==> src/rtl/apb_intc_pkg.sv <==
// rtl/apb_intc_pkg.sv - shared constants and types for the APB interrupt controller
//
// Contents:
//   OFS_*          byte offsets of the register map; only bits [5:2] are decoded
//   CLAIM_VLD_BIT  bit of the CLAIM word that flags "any enabled source pending"
//   NUM_SRC_MIN/MAX legal range of the source count
//   claim_t        priority encoder result {vld, id}
//   claim_word()   packs a claim_t into the 32-bit CLAIM read value

package apb_intc_pkg;

  localparam int NUM_SRC_MIN   = 33;
  localparam int NUM_SRC_MAX   = 64;
  localparam int ID_W          = 6;
  localparam int CLAIM_VLD_BIT = 31;

  localparam logic [11:0] OFS_PEND_L = 12'h000;
  localparam logic [11:0] OFS_PEND_H = 12'h004;
  localparam logic [11:0] OFS_EN_L   = 12'h008;
  localparam logic [11:0] OFS_EN_H   = 12'h00C;
  localparam logic [11:0] OFS_EDGE_L = 12'h010;
  localparam logic [11:0] OFS_EDGE_H = 12'h014;
  localparam logic [11:0] OFS_CLR_L  = 12'h018;
  localparam logic [11:0] OFS_CLR_H  = 12'h01C;
  localparam logic [11:0] OFS_CLAIM  = 12'h020;

  typedef struct packed {
    logic            vld;
    logic [ID_W-1:0] id;
  } claim_t;

  function automatic logic [31:0] claim_word(input claim_t c);
    logic [31:0] w;
    w                = '0;
    w[CLAIM_VLD_BIT] = c.vld;
    w[ID_W-1:0]      = c.id;
    return w;
  endfunction

endpackage

==> src/rtl/apb_intc_prio.sv <==
// rtl/apb_intc_prio.sv - lowest-index priority encoder over the enabled pending sources
//
// Ports:
//   req    in   N     enabled & pending source vector
//   claim  out  7     {vld, id}; vld = |req, id = lowest set index (0 when none)

module apb_intc_prio
  import apb_intc_pkg::*;
#(
  parameter int N = 40
) (
  input  logic [N-1:0] req,
  output claim_t       claim
);

  // Scanning from the top down lets the lowest set index overwrite
  // everything above it, so the last assignment is the winner.
  always_comb begin
    claim.vld = |req;
    claim.id  = '0;
    for (int i = N - 1; i >= 0; i--) begin
      if (req[i]) begin
        claim.id = ID_W'(i);
      end
    end
  end

endmodule

==> src/rtl/apb_intc.sv <==
// rtl/apb_intc.sv - APB interrupt controller: source latching, masking, claim and irq
//
// Ports:
//   pclk, preset    clock and synchronous active-high reset
//   psel, penable, pwrite, paddr[11:0], pwdata[31:0], prdata[31:0]
//                   APB slave; no wait states, no error response
//   xx_intc_vld     raw interrupt sources, NUM_SRC bits, synchronous to pclk
//   intc_cpu_irq    registered interrupt request to the core

module apb_intc
  import apb_intc_pkg::*;
#(
  parameter int NUM_SRC = 40
) (
  input  logic               pclk,
  input  logic               preset,
  input  logic               psel,
  input  logic               penable,
  input  logic               pwrite,
  input  logic [11:0]        paddr,
  input  logic [31:0]        pwdata,
  output logic [31:0]        prdata,
  input  logic [NUM_SRC-1:0] xx_intc_vld,
  output logic               intc_cpu_irq
);

  localparam int HI_W = NUM_SRC - 32;

  logic [NUM_SRC-1:0] pending;
  logic [NUM_SRC-1:0] prev;
  logic [NUM_SRC-1:0] en;
  logic [NUM_SRC-1:0] edge_mode;

  logic [NUM_SRC-1:0] en_nxt;
  logic [NUM_SRC-1:0] edge_nxt;
  logic [NUM_SRC-1:0] clr;
  logic [NUM_SRC-1:0] pend_nxt;
  logic [NUM_SRC-1:0] active;

  logic               hit;
  logic [3:0]         word;
  logic               wr_acc;
  logic               rd_setup;
  logic [31:0]        rd_data;
  claim_t             claim;

  logic [63:0]        pend_w;
  logic [63:0]        en_w;
  logic [63:0]        edge_w;

  // Byte lanes are not decoded; keep the low address bits visibly consumed.
  logic               unused_addr_bits;
  assign unused_addr_bits = ^paddr[1:0];

  // ---------------------------------------------------------------------
  // APB decode
  // ---------------------------------------------------------------------
  assign hit      = (paddr[11:6] == 6'd0);
  assign word     = paddr[5:2];
  assign wr_acc   = psel & penable & pwrite & hit;
  assign rd_setup = psel & ~penable & ~pwrite;

  // ---------------------------------------------------------------------
  // Register write path
  // ---------------------------------------------------------------------
  always_comb begin
    en_nxt   = en;
    edge_nxt = edge_mode;
    clr      = '0;
    if (wr_acc) begin
      case (word)
        OFS_EN_L[5:2]:   en_nxt[31:0]           = pwdata;
        OFS_EN_H[5:2]:   en_nxt[NUM_SRC-1:32]   = pwdata[HI_W-1:0];
        OFS_EDGE_L[5:2]: edge_nxt[31:0]         = pwdata;
        OFS_EDGE_H[5:2]: edge_nxt[NUM_SRC-1:32] = pwdata[HI_W-1:0];
        OFS_CLR_L[5:2]:  clr[31:0]              = pwdata;
        OFS_CLR_H[5:2]:  clr[NUM_SRC-1:32]      = pwdata[HI_W-1:0];
        default: ;
      endcase
    end
  end

  // ---------------------------------------------------------------------
  // Source latching
  // ---------------------------------------------------------------------
  // The mode seen on this edge is the post-write mode, so an EDGE write
  // takes effect immediately. A held edge-pend survives only if the bit was
  // already in edge mode: switching level->edge discards the level value,
  // and prev tracks the source in both modes so no spurious edge appears.
  // The set term is OR-ed after the clear, so a same-cycle edge beats CLR.
  always_comb begin
    pend_nxt = (xx_intc_vld & ~edge_nxt)
             | (edge_nxt & ((pending & edge_mode & ~clr) | (xx_intc_vld & ~prev)));
  end

  assign active = pending & en;

  always_ff @(posedge pclk) begin
    if (preset) begin
      pending      <= '0;
      prev         <= '0;
      en           <= '0;
      edge_mode    <= '0;
      intc_cpu_irq <= 1'b0;
    end else begin
      pending      <= pend_nxt;
      prev         <= xx_intc_vld;
      en           <= en_nxt;
      edge_mode    <= edge_nxt;
      intc_cpu_irq <= |active;
    end
  end

  // ---------------------------------------------------------------------
  // Claim
  // ---------------------------------------------------------------------
  apb_intc_prio #(
    .N (NUM_SRC)
  ) u_prio (
    .req   (active),
    .claim (claim)
  );

  // ---------------------------------------------------------------------
  // Read path
  // ---------------------------------------------------------------------
  // Widening to 64 bits gives the zero-extended high words for any NUM_SRC.
  assign pend_w = 64'(pending);
  assign en_w   = 64'(en);
  assign edge_w = 64'(edge_mode);

  always_comb begin
    rd_data = '0;
    if (hit) begin
      case (word)
        OFS_PEND_L[5:2]: rd_data = pend_w[31:0];
        OFS_PEND_H[5:2]: rd_data = pend_w[63:32];
        OFS_EN_L[5:2]:   rd_data = en_w[31:0];
        OFS_EN_H[5:2]:   rd_data = en_w[63:32];
        OFS_EDGE_L[5:2]: rd_data = edge_w[31:0];
        OFS_EDGE_H[5:2]: rd_data = edge_w[63:32];
        OFS_CLAIM[5:2]:  rd_data = claim_word(claim);
        default:         rd_data = '0;
      endcase
    end
  end

  // Captured in the setup phase so the value is stable for the whole
  // access phase; held between reads.
  always_ff @(posedge pclk) begin
    if (preset) begin
      prdata <= '0;
    end else if (rd_setup) begin
      prdata <= rd_data;
    end
  end

endmodule
==> config.mk <==
export PLATFORM = sky130hd
export DESIGN_NAME = apb_intc
export DESIGN_NICKNAME = d
export VERILOG_FILES = /design/src/rtl/apb_intc_pkg.sv /design/src/rtl/apb_intc_prio.sv /design/src/rtl/apb_intc.sv
export SDC_FILE = /design/constraint.sdc
export NUM_CORES = 1
export LEC_CHECK = 0
export ABC_AREA = 0
export CORE_ASPECT_RATIO = 0.9
export CORE_UTILIZATION = 50
export DETAILED_ROUTE_END_ITERATION = 12
export HOLD_SLACK_MARGIN = 0.12
export PLACE_DENSITY = 0.76
export SYNTH_ARGS = -nofsm -noshare
export SYNTH_HDL_FRONTEND = slang
export SYNTH_HIERARCHICAL = 1
export SYNTH_SLANG_ARGS = --single-unit
==> constraint.sdc <==
create_clock -name pclk -period 2.3 [get_ports pclk]
set_input_delay 0.46 -clock pclk [delete_from_list [all_inputs] [get_ports pclk]]
set_output_delay 0.46 -clock pclk [all_outputs]
set_load 0.01 [all_outputs]
==> results list <==
- Final Cell Area: 12500 um^2
- The detailed router finished its first iteration with 1165 violations.
- For this run, the register share of the synthesized area comes to 0.409.
- Filler-free cell count of the finished design: 1584
- Critical path data arrival time: 2.60 ns
- Leading cell type in the layout, fill and taps excluded: sky130_fd_sc_hd__nand2_1
- The critical path goes through clkdlybuf4s50_1 -> or3b_1 -> or4b_4 -> or2_0 -> a221oi_2.
- Inserted Clock Buffers: 17
- Area of the mapped netlist: 9460 um^2
* Synth Area in XOR/XNOR: 0.00741
- Remaining Overflow, GRT: 0
* Sinks on Clock Net: 193
- In the global route stage, overall resource usage came out at 0.304.
- VDD sags by at most 443 uV.
- Detail Route Antenna Nets: 0
- From synthesis to final layout, the design area changed by 32.4%.
- For met1 alone, demand over resource in global routing was 0.414.
- In the global route stage, met3 resource usage came out at 0.0779.
- In the post-route analysis, the smallest setup slack over all paths is 0.0449 ns.
* Synth Area in Simple Gates: 0.263
- Clock transition at path regs: 0.07 ns
- After floorplanning, the core was divided into 47 placement rows.
* Final period demand of the worst path: 2.26 ns
* Headroom to the max-slew limit: 0.451
- The largest total area in the synthesized netlist belongs to sky130_fd_sc_hd__dfxtp_1.
- TritonCTS clock tree: yes
- The first global-routing pass estimated 47000 um of wire.
- The final-report hold violation count came to 0.
* Post-DP HPWL: 19900 um
- Number of enable flip-flop cells after synthesis: 0
- Mux cell area share after synthesis: 0.0713
* Post-placement cell count: 1550
- Vias in the first global route: 9104
- Result of the run: complete, no violations
* Die W: 147 um
- Worst setup skew after layout: 0.0102 ns
* Maximum level of the CTS H-tree: 4
- Hold repair after CTS inserted 0 buffers.
* Dominant combinational cell family by area after synthesis: simple AND/OR/NAND/NOR gates
- The detailed router placed 9652 vias in this run.
* Placed instance area: 11700 um^2
- In this run the worst path has a maximum fanout of 6.
- The cell family contributing the most delay on the critical path is simple AND/OR/NAND/NOR gates.
- Count of nets after finishing: 1415
- The largest single stage delay on the critical path is 0.55 ns.
* Startpoint kind of the worst setup timing path: input port
- For the pin with the worst max-slew slack, the measured transition is 0.823 ns.
* Critical Path Sink Type: register
- The slowest stage of the critical path is the sky130_fd_sc_hd__or4b_4 cell.
* First-pass iteration count of the detailed router: 9
- Die ar.: 19500 um^2
- The clock reaches the later pin of the worst-skew pair after 0.44 ns.
* Fraction of layout instances using a drive strength above 1: 0.164
- Maximum number of buffers from clock root to sink: 2
- In this run the standard cell core region covers 18500 um^2.
- The initial utilization of the core area, before any placement, comes to 0.512.
- The root buffer cell chosen for the clock tree is sky130_fd_sc_hd__clkbuf_16.
* Maximum number of pins on one net before global-route repair: 184
- In the final routed layout, each cell accounts on average for 18.9 um.
- The floorplan step set the die height to 132 um.
* Detailed-route wire length: 30000 um
* Async set-reset flop share out of synthesis: 0
- Top-area cell type share of the netlist area: 0.409
- Port Buffer Count: 119
- Fillers: 1444
* Vias per Instance: 6.09
* Fraction of the cycle the final worst path needs: 0.980
* # Max-Cap Violations: 0
- Yosys synthesis warning count: 6
* Most frequent cells in the layout: sky130_fd_sc_hd__nand2_1 (208), sky130_fd_sc_hd__dfxtp_1 (189), sky130_fd_sc_hd__buf_4 (124), sky130_fd_sc_hd__clkdlybuf4s50_1 (118), sky130_fd_sc_hd__a21oi_1 (104)
* Total leakage power: 5.07 nW
* Pre-CTS setup slack: -0.333 ns
- Unrepaired setup endpoints after global routing: yes
- Gate Count Post-Synth: 1150
- The worst hold path belongs to the class register to register.
- Post-layout utilization of the core: 0.678
- The max-slew violation total from the final report came to 0.
* Total buffers and inverters traversed by the critical path: 1
* Adder and majority cell fraction of the synthesized area: 0
- Static timing analysis puts the maximum clock frequency at 443 MHz.
- Pwr/cell area: 578 nW/um^2
- Among all flip-flop cells after synthesis, the most frequent one is sky130_fd_sc_hd__dfxtp_1.
- Antenna violations before repair: 0
- Mean instance size in the synthesized netlist: 8.22 um^2
- Synthesis instantiated 65 different standard cells from the library.
* Number of design rule violations left after detail routing: 0
- Final sum of negative setup slack: 0 ns
* Most used routing layer in global routing: met2
* Synthesized flop and latch total: 193
* Setup-failing EPs final: 0
- Top-Level Pins: 122
* Required time at the endpoint of the critical path: 2.65 ns
* Count of antenna diodes in the layout: 0
* Mapped Nets: 1239
- Power after layout: 7.23 mW
- The worst setup path is of the input port to register kind.
- GPL Wtd Cong: 0.920
- The share of the synthesized area in compound gates (AO/OA/AOI/OAI) is 0.189.
- By area the synthesized netlist is led by sky130_fd_sc_hd__dfxtp_1 (41%), sky130_fd_sc_hd__nand2_1 (8.3%), sky130_fd_sc_hd__mux2i_1 (5.8%), sky130_fd_sc_hd__a21oi_1 (5.6%), sky130_fd_sc_hd__and3_1 (4.3%).
- Worst hold margin: 0.453 ns
* Met2 Use GR: 0.465
## sequential cells by signal, indices dropped and copies added (netlist names)
register and count:
prdata 32, prev 40, edge_mode 40, pending 40, intc_cpu_irq 1, en 40
## tightest hold or removal path, cell delays in order (launching register included)
cell and delay [ns]:
sky130_fd_sc_hd__dfxtp_1 0.31, sky130_fd_sc_hd__nand2_1 0.05, sky130_fd_sc_hd__a21oi_1 0.05
## area by class of cell
class                           count  area (um^2)  share of cell area
Clock inverter                     10          148              0.0118
Clock buffer                       22          474              0.0379
Tap cell                          245          307              0.0245
Sequential cell                   193         3870               0.309
Inverter                           49          184              0.0147
Multi-Input combinational cell    815         5270               0.421
Timing Repair Buffer              250         2270               0.181
## timing repair
| action | 4_1_cts | 5_1_grt |
|---|---|---|
| hold endpoints to repair | 0 | 0 |
| pin swaps | 6 | 14 |
| endpoints found under the setup margin | 5 | 11 |
| resized for setup | 14 | 39 |
| buffers inserted | 1 | 1 |
## power by group
part,internal (mW),switching (mW)
sequential,3.42,0.0436
clock,1.82,1.35
combinational,0.292,0.319
total,5.52,1.71
## routing by layer
metal / vias to the layer above / wire length [um] / share of wire
li1: 4505 / - / -
met1: 4541 / 12700 / 0.42
met2: 546 / 13300 / 0.44
met3: 60 / 3310 / 0.11
met4: 0 / 732 / 0.024
met5: - / 0 / 0
## final timing paths
check,from,slack [ns],cells after the start,endpoint
max reg2reg,pending[26],0.05,8,prdata[0]
max,psel,0.04,5,prdata[0]
min reg2reg,prdata[30],0.45,2,prdata[30]
min,prdata[30],0.45,2,prdata[30]
## synth_stat cells (all sizes together) (8+ instances only)
cell type	n
a222oi	26
o32ai	9
and3	65
o2111ai	34
mux2i	55
o41ai	32
nand2	210
or4	11
a21oi	105
or2	8
nor2	72
xor2	8
dfxtp	193
or3	25
clkbuf	69
inv	49
nand3	8
buf	24
and2	41
nor4	14
## kinds of logic after synthesis
kind of cell	count (synthesis)
AOI/OAI and AO/OA	249
xor gates and xnor gates	8
buffers and inverters	142
DFF	193
muxes	63
and+or+nand+nor	495
(Power assumes the default switching activity.)
